[src/rtl/sevseg_scan_if.sv]
// sevseg_scan_if
// Bundles the scanner's control inputs, display outputs and debug taps.
//
// Signals (direction as seen by the scanner, modport slave):
//   en         in   scan enable; low freezes the scan and blanks the display
//   value      in   packed hex nibbles, digit i = value[4i+3:4i]
//   load       in   capture value/dp_mask into the shadow register this cycle
//   dp_mask    in   1 = light decimal point of digit i
//   blank_lz   in   suppress leading zeros
//   bright     in   brightness, 0 = dimmest, all-ones = full
//   an         out  anode enables, active-low
//   seg        out  segments {a,b,c,d,e,f,g}, active-low
//   dp         out  decimal point, active-low
//   frame_done out  one-cycle pulse at the end of the last digit's slot
//   dbg_slot_cnt / dbg_dig_idx  out  live scan position
//
// Handshake: there is no valid/ready pair. load is a single-cycle strobe that
// is always accepted; value and dp_mask are sampled on every edge where load
// is high, and the last strobe before a frame boundary is the one displayed.
interface sevseg_scan_if #(
    parameter int NUM_DIGITS = 8,
    parameter int CLK_DIV    = 1000,
    parameter int BRIGHT_W   = 4
);
    localparam int CNT_W = $clog2(CLK_DIV);
    localparam int IDX_W = (NUM_DIGITS > 1) ? $clog2(NUM_DIGITS) : 1;

    logic                    en;
    logic [4*NUM_DIGITS-1:0] value;
    logic                    load;
    logic [NUM_DIGITS-1:0]   dp_mask;
    logic                    blank_lz;
    logic [BRIGHT_W-1:0]     bright;
    logic [NUM_DIGITS-1:0]   an;
    logic [6:0]              seg;
    logic                    dp;
    logic                    frame_done;
    logic [CNT_W-1:0]        dbg_slot_cnt;
    logic [IDX_W-1:0]        dbg_dig_idx;

    modport master (
        output en, value, load, dp_mask, blank_lz, bright,
        input  an, seg, dp, frame_done, dbg_slot_cnt, dbg_dig_idx
    );

    modport slave (
        input  en, value, load, dp_mask, blank_lz, bright,
        output an, seg, dp, frame_done, dbg_slot_cnt, dbg_dig_idx
    );
endinterface

[src/rtl/sevseg_scan_ctrl.sv]
// sevseg_scan_ctrl
// Multiplexed common-anode seven-segment scanner running entirely on clk.
// Each digit owns a slot of CLK_DIV cycles; the anode is held off for the
// first BLANK_CYC cycles of a slot (ghost blanking) and after on_limit cycles
// (PWM brightness). A shadow register takes loads at any time and is copied
// into the display register only at the frame boundary, so frames never tear.
//
// Ports:
//   clk  in  system clock
//   Rst  in  synchronous reset, active-high
//   bus  sevseg_scan_if.slave (controls, an/seg/dp/frame_done, debug taps)
module sevseg_scan_ctrl #(
    parameter int NUM_DIGITS = 8,
    parameter int CLK_DIV    = 1000,
    parameter int BRIGHT_W   = 4,
    parameter int BLANK_CYC  = 2
) (
    input  logic         clk,
    input  logic         Rst,
    sevseg_scan_if.slave bus
);
    localparam int CNT_W = $clog2(CLK_DIV);
    localparam int IDX_W = (NUM_DIGITS > 1) ? $clog2(NUM_DIGITS) : 1;
    // Wide enough that (bright+1)*CLK_DIV can never overflow.
    localparam int LIM_W = BRIGHT_W + 33;

    logic [CNT_W-1:0]        slot_cnt;
    logic [IDX_W-1:0]        dig_idx;
    logic [4*NUM_DIGITS-1:0] sh_val, disp_val;
    logic [NUM_DIGITS-1:0]   sh_dp, disp_dp;
    logic [NUM_DIGITS-1:0]   an_q;
    logic [6:0]              seg_q;
    logic                    dp_q;
    logic                    frame_done_q;

    logic                    slot_last, dig_last, frame_wrap;
    logic [LIM_W-1:0]        on_limit;
    logic                    lit_d;
    logic [NUM_DIGITS-1:0]   lz_vec;
    logic                    zero_above;
    logic [3:0]              nib_sel;
    logic                    dp_sel, blank_sel;
    logic [NUM_DIGITS-1:0]   an_d;

    function automatic logic [6:0] hex7(input logic [3:0] n);
        case (n)
            4'h0: hex7 = 7'b0000001;
            4'h1: hex7 = 7'b1001111;
            4'h2: hex7 = 7'b0010010;
            4'h3: hex7 = 7'b0000110;
            4'h4: hex7 = 7'b1001100;
            4'h5: hex7 = 7'b0100100;
            4'h6: hex7 = 7'b0100000;
            4'h7: hex7 = 7'b0001111;
            4'h8: hex7 = 7'b0000000;
            4'h9: hex7 = 7'b0000100;
            4'hA: hex7 = 7'b0001000;
            4'hB: hex7 = 7'b1100000;
            4'hC: hex7 = 7'b0110001;
            4'hD: hex7 = 7'b1000010;
            4'hE: hex7 = 7'b0110000;
            default: hex7 = 7'b0111000;
        endcase
    endfunction

    assign slot_last  = (slot_cnt == CNT_W'(CLK_DIV - 1));
    // >= so an out-of-range index also wraps back to digit 0.
    assign dig_last   = (dig_idx >= IDX_W'(NUM_DIGITS - 1));
    assign frame_wrap = bus.en && slot_last && dig_last;

    assign on_limit = ((LIM_W'(bus.bright) + LIM_W'(1)) * LIM_W'(CLK_DIV)) >> BRIGHT_W;
    assign lit_d    = bus.en
                   && (LIM_W'(slot_cnt) >= LIM_W'(BLANK_CYC))
                   && (LIM_W'(slot_cnt) <  on_limit);

    always_comb begin
        lz_vec     = '0;
        zero_above = 1'b1;
        nib_sel    = 4'h0;
        dp_sel     = 1'b0;
        blank_sel  = 1'b0;
        an_d       = '1;
        // Walk from the most significant digit down: a digit is a leading
        // zero only if it and every digit above it are zero.
        for (int i = NUM_DIGITS - 1; i >= 0; i--) begin
            zero_above = zero_above && (disp_val[4*i +: 4] == 4'h0);
            lz_vec[i]  = bus.blank_lz && zero_above && (i != 0);
        end
        for (int i = 0; i < NUM_DIGITS; i++) begin
            if (dig_idx == IDX_W'(i)) begin
                nib_sel   = disp_val[4*i +: 4];
                dp_sel    = disp_dp[i];
                blank_sel = lz_vec[i];
                an_d[i]   = ~lit_d;
            end
        end
    end

    always_ff @(posedge clk) begin
        if (Rst) begin
            slot_cnt     <= '0;
            dig_idx      <= '0;
            sh_val       <= '0;
            sh_dp        <= '0;
            disp_val     <= '0;
            disp_dp      <= '0;
            an_q         <= '1;
            seg_q        <= 7'b1111111;
            dp_q         <= 1'b1;
            frame_done_q <= 1'b0;
        end else begin
            if (bus.load) begin
                sh_val <= bus.value;
                sh_dp  <= bus.dp_mask;
            end
            // Copies the pre-edge shadow, so a load on this same edge
            // lands in the following frame.
            if (frame_wrap) begin
                disp_val <= sh_val;
                disp_dp  <= sh_dp;
            end
            if (bus.en) begin
                if (slot_last) begin
                    slot_cnt <= '0;
                    dig_idx  <= dig_last ? '0 : dig_idx + IDX_W'(1);
                end else begin
                    slot_cnt <= slot_cnt + CNT_W'(1);
                end
            end
            frame_done_q <= frame_wrap;
            // seg/dp are constant within a slot, so they only change on a
            // slot edge, which is also where the anode drops for BLANK_CYC.
            an_q  <= an_d;
            seg_q <= (bus.en && !blank_sel) ? hex7(nib_sel) : 7'b1111111;
            dp_q  <= bus.en ? ~dp_sel : 1'b1;
        end
    end

    assign bus.an           = an_q;
    assign bus.seg          = seg_q;
    assign bus.dp           = dp_q;
    assign bus.frame_done   = frame_done_q;
    assign bus.dbg_slot_cnt = slot_cnt;
    assign bus.dbg_dig_idx  = dig_idx;
endmodule
[src/flat_wrapper.sv]
// flat-port wrapper written by rule: the top's interface ports become plain ports
module sevseg_scan_ctrl_flat 
#(
    parameter int NUM_DIGITS = 8,
    parameter int CLK_DIV    = 1000,
    parameter int BRIGHT_W   = 4,
    parameter int BLANK_CYC  = 2
)
  (clk, Rst, bus_en, bus_value, bus_load, bus_dp_mask, bus_blank_lz, bus_bright, bus_an, bus_seg, bus_dp, bus_frame_done, bus_dbg_slot_cnt, bus_dbg_dig_idx);
  sevseg_scan_if #(.NUM_DIGITS(NUM_DIGITS), .CLK_DIV(CLK_DIV), .BRIGHT_W(BRIGHT_W)) bus_i ();
  input  logic clk;
  input  logic Rst;
  input wire logic [$bits(bus_i.en)-1:0] bus_en;
  input wire logic [$bits(bus_i.value)-1:0] bus_value;
  input wire logic [$bits(bus_i.load)-1:0] bus_load;
  input wire logic [$bits(bus_i.dp_mask)-1:0] bus_dp_mask;
  input wire logic [$bits(bus_i.blank_lz)-1:0] bus_blank_lz;
  input wire logic [$bits(bus_i.bright)-1:0] bus_bright;
  output wire logic [$bits(bus_i.an)-1:0] bus_an;
  output wire logic [$bits(bus_i.seg)-1:0] bus_seg;
  output wire logic [$bits(bus_i.dp)-1:0] bus_dp;
  output wire logic [$bits(bus_i.frame_done)-1:0] bus_frame_done;
  output wire logic [$bits(bus_i.dbg_slot_cnt)-1:0] bus_dbg_slot_cnt;
  output wire logic [$bits(bus_i.dbg_dig_idx)-1:0] bus_dbg_dig_idx;
  assign bus_i.en = bus_en;
  assign bus_i.value = bus_value;
  assign bus_i.load = bus_load;
  assign bus_i.dp_mask = bus_dp_mask;
  assign bus_i.blank_lz = bus_blank_lz;
  assign bus_i.bright = bus_bright;
  assign bus_an = bus_i.an;
  assign bus_seg = bus_i.seg;
  assign bus_dp = bus_i.dp;
  assign bus_frame_done = bus_i.frame_done;
  assign bus_dbg_slot_cnt = bus_i.dbg_slot_cnt;
  assign bus_dbg_dig_idx = bus_i.dbg_dig_idx;
  sevseg_scan_ctrl #(.NUM_DIGITS(NUM_DIGITS), .CLK_DIV(CLK_DIV), .BRIGHT_W(BRIGHT_W), .BLANK_CYC(BLANK_CYC)) u_core (.clk(clk), .Rst(Rst), .bus(bus_i));
endmodule
[config.mk]
export PLATFORM = sky130hd
export DESIGN_NAME = sevseg_scan_ctrl_flat
export DESIGN_NICKNAME = d
export VERILOG_FILES = /design/src/rtl/sevseg_scan_if.sv /design/src/rtl/sevseg_scan_ctrl.sv /design/src/flat_wrapper.sv
export SDC_FILE = /design/constraint.sdc
export NUM_CORES = 1
export LEC_CHECK = 0
export CORE_MARGIN = 1
export CORE_UTILIZATION = 56
export DETAILED_ROUTE_END_ITERATION = 7
export PLACE_DENSITY = 0.79
export SYNTH_ARGS = -nofsm -noshare
export SYNTH_HDL_FRONTEND = slang
export SYNTH_SLANG_ARGS = --single-unit
[constraint.sdc]
create_clock -name clk -period 6.7 [get_ports clk]
set_clock_uncertainty 0.05 [all_clocks]
set_input_delay 1.34 -clock clk [delete_from_list [all_inputs] [get_ports clk]]
set_output_delay 1.34 -clock clk [all_outputs]
set_load 0.1 [all_outputs]
### After elaboration in Yosys (flattened, before gate mapping)

Memory sizes are Yosys's and may differ from the RTL's. A register that Yosys moved wholly into a read port is not among the register bits.
Cells that the tools add are included.

| cells by class | value |
|---|---|
| $add $sub $neg | 3 |
| multipliers | 1 |
| div/mod/pow operators | 0 |
| order comparisons | 3 |
| equal/unequal tests | 8 |
| shift operators | 0 |
| mux-type cells | 25 |
| bitwise logic cells | 12 |
| reduce and logical (&&, ||, !) cells | 38 |

Operator list:

| operator | number |
|---|---|
| multiplier 37 x 7 -> 34 bit, second input constant | 1 |
| < comparator 10 x 33 -> 1 bit | 1 |
| two-way mux 4 bit | 8 |
| logical NOT 4 bit | 7 |
| OR reduction 2 bit | 10 |
| logical AND 1 bit | 18 |
| two-way mux 1 bit | 15 |
| == test 3 bit, second input constant | 4 |
| NOT 1 bit | 12 |
| adder 10 x 1 -> 10 bit, second input constant | 1 |
| == test 10 bit, second input constant | 1 |
| greater-or-equal comparator 10 x 2 -> 1 bit, second input constant | 1 |
| two-way mux 10 bit | 1 |
| == test 3 x 2 -> 1 bit, second input constant | 2 |
| adder 4 x 1 -> 5 bit, second input constant | 1 |
| adder 3 x 1 -> 3 bit, second input constant | 1 |
| == test 3 x 1 -> 1 bit, second input constant | 1 |
| greater-or-equal comparator 3 bit, second input constant | 1 |
| logical NOT 3 bit | 1 |
| two-way mux 3 bit | 1 |
| AND reduction 2 bit | 1 |
| logical NOT 1 bit | 1 |

| storage, ports and cells | value |
|---|---|
| register bits after elaboration | 103 |
| latch bits | 0 |
| RAM bits | 0 |
| memory bits (read-only) | 112 |
| bits of input ports | 49 |
| output and inout port bits | 30 |
| memories kept | 1 |

Memories:

| memory | words | bits a word | rd ports | clocked after memory_dff | write ports | line | text |
|---|---|---|---|---|---|---|---|
| (no name shown) | 16 | 7 | 1 | 1 | 0 | sevseg_scan_ctrl.sv:46 | `case (n)` |

### Longest topological paths before layout

Gate-level depths: netlist of the first run.

| logic depth | value |
|---|---|
| word-level depth | 19 |
| depth in mapped cells | 21 |
| gate-level depth less buffers | 21 |

### Least setup slack after synthesis of the first run

OpenSTA, ideal clock, no wires.

| timing | value |
|---|---|
| path kind | input-to-reg |
| start | input port bus_bright[0] |
| end | register u_core.an_q[0] (netlist: u_core.bus.an[0]) |
| library setup time | 68 ps |
| data arrival time | 5645 ps |
| required time | 6582 ps |
| slack | 937 ps |
| stages | 21 |
| buffers on the path | 0 |
| cells stage by stage | nand3_1 -> xnor2_1 -> inv_1 -> fa_1 -> inv_1 -> fa_1 -> fa_1 -> inv_1 -> ha_1 -> a21o_1 -> a21oi_1 -> o21ai_0 -> a21oi_1 -> xor2_1 -> ha_1 -> nand4_1 -> nor3_1 -> o41ai_1 -> a311oi_1 -> o31ai_2 -> nand4_1 |

| on the way | value |
|---|---|
| cells in the longest elaborated chain, start to end | 5 |

RTL lines:

| what | line | text |
|---|---|---|
| from (decl) | flat_wrapper.sv:18 | `input wire logic [$bits(bus_i.bright)-1:0] bus_bright;` |
| adder 4 x 1 -> 5 bit | sevseg_scan_ctrl.sv:71 | `assign on_limit = ((LIM_W'(bus.bright) + LIM_W'(1)) * LIM_W'(CLK_DIV)) >> BRIGHT_W;` |
| multiplier 37 x 7 -> 34 bit | sevseg_scan_ctrl.sv:71 |  |
| < comparator 10 x 33 -> 1 bit | sevseg_scan_ctrl.sv:74 | `&& (LIM_W'(slot_cnt) < on_limit);` |
| logical AND 1 bit | sevseg_scan_ctrl.sv:74 |  |
| NOT 1 bit | sevseg_scan_ctrl.sv:94 | `an_d[i] = ~lit_d;` |
| to (signal assigned) | sevseg_scan_ctrl.sv:133 | `an_q <= an_d;` |
| to (decl) | sevseg_scan_ctrl.sv:31 | `logic [NUM_DIGITS-1:0] an_q;` |

Every way passes these cells.
A chain may end at the register's enable or synchronous reset.

### Worst setup path after layout of the first run

Ends and elaborated chain as after synthesis.

==> results of run 1 <==
[worst max-delay path, stage by stage]
cell and delay, ps:
clkdlybuf4s50_1 570, nand3_2 170, xnor2_2 250, inv_1 130
fa_1 630, inv_1 110, fa_1 510, fa_1 540
inv_1 40, ha_1 210, a21o_1 160, a21oi_1 120
o21ai_0 120, a21oi_1 190, xor2_1 100, ha_1 330
nand4_1 100, nor3_1 190, o41ai_1 110, a311oi_2 280
o31ai_4 180, nand4_1 140
[Yosys cell counts (4+ instances only)]
cell,instances,area (sq um)
a211oi_1,4,30.0
a21o_1,5,37.5
a21oi_1,33,165
a21oi_2,41,359
a31oi_1,4,25.0
buf_1,4,15.0
buf_2,12,60.1
buf_6,5,56.3
clkbuf_1,13,48.8
dfxtp_1,110,2200
fa_1,10,200
ha_1,46,576
inv_1,43,161
mux2i_1,47,470
nand2_1,95,357
nand2_2,4,25.0
nand3_1,11,55.1
nand3b_1,8,60.1
nand4_1,9,56.3
nor2_1,68,255
nor3_1,7,35.0
nor4_1,9,56.3
o21ai_0,8,40.0
o221ai_1,4,35.0
xnor2_1,8,70.1
xor2_1,9,78.8
[where the power goes]
part | switching, mW | internal, mW
Clock | 0.232 | 0.177
Combinational | 0.197 | 0.154
Sequential | 0.0118 | 0.672
[routing by layer]
metal	vias up	GRT usage, %	wire, um
met5	-	0	0
met2	121	43.4	6520
li1	2370	-	-
met4	0	7.75	158
met3	13	3.99	690
met1	2259	30.6	5650
[final timing paths]
check / start / end / slack, ps / cells past startpoint
worst max-delay path: bus_bright[0] / u_core.bus.an[0] / 430 / 22
worst max register to register: u_core.bus.dbg_dig_idx[2] / u_core.bus.seg[2] / 3130 / 12
worst min register to register: u_core.sh_val[0] / u_core.disp_val[0] / 410 / 2
worst min-delay path: u_core.sh_val[0] / u_core.disp_val[0] / 410 / 2
[per-stage QoR]
step | hold slack, ps | setup slack [ps]
after floorplan | 386 | 937
after global placement | 395 | 88.4
after detailed placement | 397 | -57.6
after CTS | 415 | 299
after global routing | 432 | -53.5
final | 409 | 431
[area by class of cell]
class / count / area (sq um)
repair buffers: 84 / 818
flip-flops and latches: 110 / 2200
multi-input cells: 474 / 3420
fillers: 840 / 3340
clock inverters: 7 / 80.1
inverters: 44 / 165
clock buffers: 9 / 124
well taps: 136 / 170
[placed cells by master, fill, tap and decap left out, drive strengths merged, types with 9 or more instances in the layout]
cell type and count:
clkbuf 9, dfxtp 110, nand4 10, fa 10, mux2i 47, ha 46
inv 46, o21ai 9, xor2 9, nand2 99, nand3 11, nor4 9
nor2 68, clkdlybuf4s50 76, a21oi 74
[logic make-up after synthesis]
group / count (synthesis) / synth area share, %
compound gates: 124 / 15.9
simple gates: 229 / 17.3
buf+inv: 81 / 6.17
mux: 48 / 8.08
xor+xnor: 17 / 2.50
fa+ha+maj: 56 / 13.0
flops: 110 / 37.0
[sequential cells by signal, summed over array words and instances, names as in the netlist]
signal and cells:
u_core.sh_val 32, u_core.bus.dbg_dig_idx 3, u_core.disp_dp 8, u_core.bus.dp 1, u_core.bus.an 8, u_core.bus.frame_done 1
u_core.bus.dbg_slot_cnt 10, u_core.sh_dp 8, u_core.bus.seg 7, u_core.disp_val 32
[what timing repair did]
| action | CTS | global route |
|---|---|---|
| setup buffers | 0 | 2 |
| setup endpoints to repair | 0 | 8 |
| resized for setup | 0 | 5 |
==> results.toml, run 1 <==
[power_and_ir_drop]
power_leakage_nw = 2.80
max-vdd-ir-drop_mv = 0.124
power_density_nw_per_um2 = 207
total_power_mw = 1.44

[yosys]
ys_seq_elements = 110
avgSynthCellArea_sq_um = 8.96
ys_types = 56
async_flop_share_pct = 0
synth_cells = 665
synthFlopType = "dfxtp_1"
yosysWarnings = 0
ys_seq_area_share_pct = 37.0
synth-edff-count = 0
synthesis.nets = 770
syn_area_sq_um = 5960

[route]
drt_wl_total_um = 13000
drtPass1Iterations = 4
drc = 0
ant_nets = 0
wl_per_cell_um = 15.1
viasPerCell = 5.51
num_vias = 4763
drtIter0Drc = 230

[sta]
min_period_over_period_pct = 93.6
report.final.slew_viol_count = 0
hold_violations = 0
finalSetupViolations = 0
worst_slew_pin_slew_ps = 1170
slew_headroom_pct = 22.1
max_freq_mhz = 160
setup_tns_ps = 0
layout_min_cycle_time_ps = 6270

[cells_and_area]
utilization_pct = 67.6
fin_cells = 864
final_cell_area_sq_um = 6980
drive_above_1_share_pct = 12.0
syn_to_final_growth_pct = 17.2
antennaDiodeCount = 0
fin_nets = 828

[place]
placed_area_sq_um = 6730
place_inst = 846
finalWeightedCongestion = 0.879
post-dp-hpwl_um = 9380
numPortBuffers = 78

[clock_network]
cts.path.max_buffers = 2
cts_hold_buffers = 0
cts_tree = "yes"
cts_root_buf = "clkbuf_8"
clkLatencyLatePin_ps = 380
cts_buffers = 9
cts_sinks = 110
cts.clk_slew.worst_paths_ps = 110
cts.htree.levels = 3

[floorplanning]
coreArea_sq_um = 10300
die_x_um = 105
ioPinCount = 79
row_count = 37
start_util_pct = 57.7
die_h_um = 105
die-area_sq_um = 11100

[worst_setup_path]
start_kind = "primary input"
crit_arrival_ps = 6520
crit_path_max_fanout = 8
required_ps = 6950
critPathKind = "in -> reg"
cp-end-kind = "flop"

[flow_run]
maxCapViolCount = 0

[outcome]
status = "complete, no violations"

[hold_path]
hp-class = "reg -> reg"

[global_routing]
grt_max_degree = 49
grt_pass1_wl_um = 21800
antenna_found_initial = 0
grt-ovfl-total = 0
grt_usage_pct = 24.6
first_global_vias = 4591
Note: power is estimated with default switching activity, not from simulation.
==> run 2, diff against run 1 <==
--- a/config.mk
+++ b/config.mk
@@ -8,7 +8,9 @@
 export CORE_MARGIN = 1
 export CORE_UTILIZATION = 56
 export DETAILED_ROUTE_END_ITERATION = 7
+export GPL_ROUTABILITY_DRIVEN = 0
 export PLACE_DENSITY = 0.79
+export SLEW_MARGIN = 20
 export SYNTH_ARGS = -nofsm -noshare
 export SYNTH_HDL_FRONTEND = slang
 export SYNTH_SLANG_ARGS = --single-unit
==> run 2 against run 1 <==
- critical path type unchanged
- largest power group unchanged
- highest routed layer unchanged
- first-iteration DRC count decreased by 22%
- worst hold slack improved by 2.7 ps
- sequential power about the same
- total power increased by 2.0%
- critical path depth stayed put
==> results.toml, run 2 (synthesized netlist as in run 1, its figures left out) <==
[sta]
finalSetupViolations = 0
min_period_over_period_pct = 96.0
report.final.slew_viol_count = 0
slew_headroom_pct = 31.3
hold_violations = 0
max_freq_mhz = 156
setup_tns_ps = 0
layout_min_cycle_time_ps = 6430
worst_slew_pin_slew_ps = 1030

[route]
ant_nets = 0
drtPass1Iterations = 4
wl_per_cell_um = 15.4
viasPerCell = 5.61
num_vias = 4845
drt_wl_total_um = 13300
drtIter0Drc = 179
drc = 0

[hold_path]
hp-class = "reg -> reg"
worstHoldPathCells = 2
min-delay-start = "u_core.disp_dp[7]"

[clock_network]
cts_buffers = 9
cts_tree = "yes"
clkLatencyLatePin_ps = 370
cts.htree.levels = 3
cts_sinks = 110
cts.path.max_buffers = 2
cts.clk_slew.worst_paths_ps = 100
cts_root_buf = "clkbuf_8"
cts_hold_buffers = 0

[worst_setup_path]
rrSetupSlack_ps = 3190
path_depth = 22
crit_buf_inv = 4
start_kind = "primary input"
cp_cell_sequence = "clkdlybuf4s50_1, nand3_2, xnor2_2, inv_1, fa_1, inv_1, fa_1, fa_1, inv_1, ha_1, a21o_1, a21oi_1, o21ai_0, a21oi_1, xor2_1, ha_1, nand4_1, nor3_1, o41ai_1, a311oi_2, o31ai_4, nand4_1"
r2r_start = "u_core.bus.dbg_dig_idx[2]"
cpPeakStageDelay_ps = 630
startpoint = "bus_bright[2]"
critPathSlowestCell = "fa_1"
crit_arrival_ps = 6680
crit_path_max_fanout = 8
r2r_cells = 12
critical_path.top_delay_family = "adder cells"
required_ps = 6950
critPathKind = "in -> reg"
cp-end-kind = "flop"

[global_routing]
antenna_found_initial = 0
grt-ovfl-total = 0
grt_pass1_wl_um = 22100
first_global_vias = 4733
grt_max_degree = 89
grt_usage_pct = 24.6

[floorplanning]
die_h_um = 105
start_util_pct = 57.7
coreArea_sq_um = 10300
row_count = 37
ioPinCount = 79
die-area_sq_um = 11100
die_x_um = 105

[cells_and_area]
fin_nets = 828
fillCellCount = 827
seq_area_sq_um = 2200
antennaDiodeCount = 0
fin_cells = 864
drive_above_1_share_pct = 12.0
mostFrequentLayoutCells = "dfxtp_1 (110), nand2_1 (95), clkdlybuf4s50_1 (76)"
multiInputGateArea_sq_um = 3420
syn_to_final_growth_pct = 17.5
final_common_cell = "dfxtp_1"

[place]
numPortBuffers = 78
place_inst = 845
post-dp-hpwl_um = 9430

[outcome]
status = "complete, no violations"

[power_and_ir_drop]
max-vdd-ir-drop_mv = 0.163
power_leakage_nw = 2.81
power_density_nw_per_um2 = 210

[flow_run]
maxCapViolCount = 0
==> run 2: cell types whose count changed in the layout (fill, tap and decap cells not counted) <==
cell	previous run	this run
buf_12	0	1
clkinv_4	2	0
inv_8	1	2
inv_6	1	3
clkinv_2	1	0
buf_2	1	0
==> run 2: repair_timing <==
| item | 4_1_cts | 5_1_grt |
|---|---|---|
| gates resized for setup | 0 | 5 |
| setup endpoints to repair | 0 | 8 |
| setup buffers | 0 | 2 |
==> run 2: path summary, 6_finish.rpt <==
| kind | end |
|---|---|
| min | u_core.disp_dp[7] |
| max | u_core.bus.an[2] |
| min reg2reg | u_core.disp_dp[7] |
| max reg2reg | u_core.bus.seg[2] |
==> run 2: tightest hold or removal path, stage by stage, from the launching register on <==
cell     delay (ps)
dfxtp_1         320
nand2_1          60
a21oi_2          40
==> run 2: area by class of cell <==
type	count	share of cell area, %
Clock buffer	9	1.77
Clock inverter	7	1.23
Inverter	44	2.36
Multi-Input combinational cell	474	48.9
Sequential cell	110	31.5
Tap cell	136	2.43
Timing Repair Buffer	84	11.9
==> run 2: power breakdown <==
part           switching, mW  internal [mW]
registers             0.0116          0.672
logic                  0.207          0.158
clock network          0.242          0.182
total                  0.460           1.01
==> run 2: stage by stage <==
stage          cell area (sq um)  total power [mW]  hold slack (ps)  setup slack, ps  utilization [%]
2_1_floorplan               5960             0.950              386              937                -
3_3_place_gp                6720              1.03              395              168             65.1
3_5_place_dp                6720              1.05              397             -118             65.1
4_1_cts                     6930              1.47              413              232             67.1
5_1_grt                     7000              1.55              438            -26.3             67.8
6_report                    7000              1.47              411              271             67.8
==> run 2: layer usage <==
layer  share of wire [%]  global-route usage, %
met2                  49                   42.3
met5                   0                      0
met3                 4.2                   4.05
met1                  44                   30.8
met4                 2.9                   9.36
==> run 3, diff against run 2 <==
--- a/config.mk
+++ b/config.mk
@@ -5,12 +5,12 @@
 export SDC_FILE = /design/constraint.sdc
 export NUM_CORES = 1
 export LEC_CHECK = 0
+export CAP_MARGIN = 20
 export CORE_MARGIN = 1
 export CORE_UTILIZATION = 56
 export DETAILED_ROUTE_END_ITERATION = 7
 export GPL_ROUTABILITY_DRIVEN = 0
 export PLACE_DENSITY = 0.79
-export SLEW_MARGIN = 20
 export SYNTH_ARGS = -nofsm -noshare
 export SYNTH_HDL_FRONTEND = slang
 export SYNTH_SLANG_ARGS = --single-unit
==> run 3 against run 2 <==
- total power about the same
- sequential power about the same
- setup slack better by 5.2 ps
- die area unchanged
- critical endpoint unchanged
==> results.toml, run 3 (synthesized netlist as in run 1, its figures left out) <==
[worst_setup_path]
critPathKind = "in -> reg"
cp_cell_sequence = "clkdlybuf4s50_1, nand3_2, xnor2_2, inv_1, fa_1, inv_1, fa_1, fa_1, inv_1, ha_1, a21o_1, a21oi_1, o21ai_0, a21oi_1, xor2_1, ha_1, nand4_1, nor3_1, o41ai_1, a311oi_2, o31ai_4, nand4_1"
cp-end-kind = "flop"
r2r_cells = 12
start_kind = "primary input"
cpPeakStageDelay_ps = 630
required_ps = 6950
critPathSlowestCell = "fa_1"
rrSetupSlack_ps = 3160
crit_arrival_ps = 6670
crit_path_max_fanout = 8

[power_and_ir_drop]
power_density_nw_per_um2 = 210
p_int_mw = 1.01
p_comb_share_pct = 24.7
max-vdd-ir-drop_mv = 0.163
p_sw_mw = 0.461
power_leakage_nw = 2.81
swShare_pct = 31.3
seqPwrFrac_pct = 46.4
p_clk_share_pct = 28.9

[clock_network]
cts_tree = "yes"
cts.path.max_buffers = 2
cts.clk_slew.worst_paths_ps = 100
cts_sinks = 110
clkLatencyLatePin_ps = 370
cts.htree.levels = 3
cts_buffers = 9
cts_root_buf = "clkbuf_8"

[cells_and_area]
final_common_cell = "dfxtp_1"
seq_area_sq_um = 2200
fillCellCount = 826
fin_cells = 864
antennaDiodeCount = 0
multiInputGateArea_sq_um = 3420
drive_above_1_share_pct = 12.0
fin_nets = 828
final_cell_area_sq_um = 7000
mostFrequentLayoutCells = "dfxtp_1 (110), nand2_1 (95), clkdlybuf4s50_1 (76)"
syn_to_final_growth_pct = 17.5

[sta]
layout_min_cycle_time_ps = 6420
report.final.slew_viol_count = 0
hold_violations = 0
worst_slew_pin_slew_ps = 1100
finalSetupViolations = 0
max_freq_mhz = 156
min_period_over_period_pct = 95.9
slew_headroom_pct = 26.5

[place]
numPortBuffers = 78
placed_area_sq_um = 6720
place_inst = 845
post-dp-hpwl_um = 9430

[route]
num_vias = 4813
drt_wl_total_um = 13300
ant_nets = 0
viasPerCell = 5.57
wl_per_cell_um = 15.4
drtPass1Iterations = 5
drtIter0Drc = 185
drc = 0

[global_routing]
grt_pass1_wl_um = 22100
grt-ovfl-total = 0
antenna_found_initial = 0
first_global_vias = 4733
grt_max_degree = 89
grt_usage_pct = 24.6

[hold_path]
hp-class = "reg -> reg"
worstHoldPathCells = 2

[flow_run]
maxCapViolCount = 0

[floorplanning]
coreArea_sq_um = 10300
start_util_pct = 57.7
die_h_um = 105
row_count = 37
die-area_sq_um = 11100
die_x_um = 105
ioPinCount = 79

[outcome]
status = "complete, no violations"
-- run 3: final cells by class --
| class | instances | share of cell area [%] |
|---|---|---|
| Multi-Input combinational cell | 474 | 48.9 |
| Sequential cell | 110 | 31.5 |
| Timing Repair Buffer | 84 | 11.9 |
| Tap cell | 136 | 2.43 |
| Inverter | 44 | 2.36 |
| Clock buffer | 9 | 1.77 |
| Clock inverter | 7 | 1.23 |
-- run 3: critical path: cells and delay by family --
family	cells	cell delay, ps
XOR/XNOR	2	340
buffers and inverters	4	840
AO/OA/AOI/OAI	7	1250
adder cells (fa/ha/maj)	5	2260
AND/OR/NAND/NOR	4	640
-- run 3: per-stage QoR --
| step | worst slack [ps] | TNS (ps) | total power, mW | hold WS [ps] | utilization [%] |
|---|---|---|---|---|---|
| after global routing | -26.3 | -55.5 | 1.55 | 438 | 67.8 |
| after floorplan | 937 | 0 | 0.950 | 386 | - |
| after detailed placement | -118 | -795 | 1.05 | 397 | 65.1 |
| after CTS | 232 | 0 | 1.47 | 413 | 67.1 |
| after global placement | 168 | 0 | 1.03 | 395 | 65.1 |
| final | 276 | 0 | 1.47 | 411 | 67.8 |
-- run 3: worst paths after layout --
kind                                                start           endpoint
worst max-delay path                        bus_bright[2]   u_core.bus.an[2]
worst min-delay path                    u_core.disp_dp[7]  u_core.disp_dp[7]
worst max register to register  u_core.bus.dbg_dig_idx[2]  u_core.bus.seg[2]
worst min register to register          u_core.disp_dp[7]  u_core.disp_dp[7]
-- run 3: routing by layer --
metal	routed length (um)	vias to the layer above	global-route usage [%]
met2	6500	133	42.3
met3	594	35	4.05
met1	5870	2275	30.8
met4	379	0	9.36
li1	-	2370	-
met5	0	-	0
-- run 3: power by group through the flow --
stage               combinational [mW]  sequential, mW  clock [mW]
floorplan                        0.222           0.728           0
CTS                              0.358           0.684       0.431
finish                           0.363           0.684       0.425
global placement                 0.328           0.698           0
global route                     0.402           0.687       0.460
detailed placement               0.356           0.699           0
-- run 3: timing repair --
item | 4_1_cts | 5_1_grt
hold buffers | 0 | 0
gates resized for setup | 0 | 5
setup endpoints to repair | 0 | 8
buffers inserted | 0 | 2
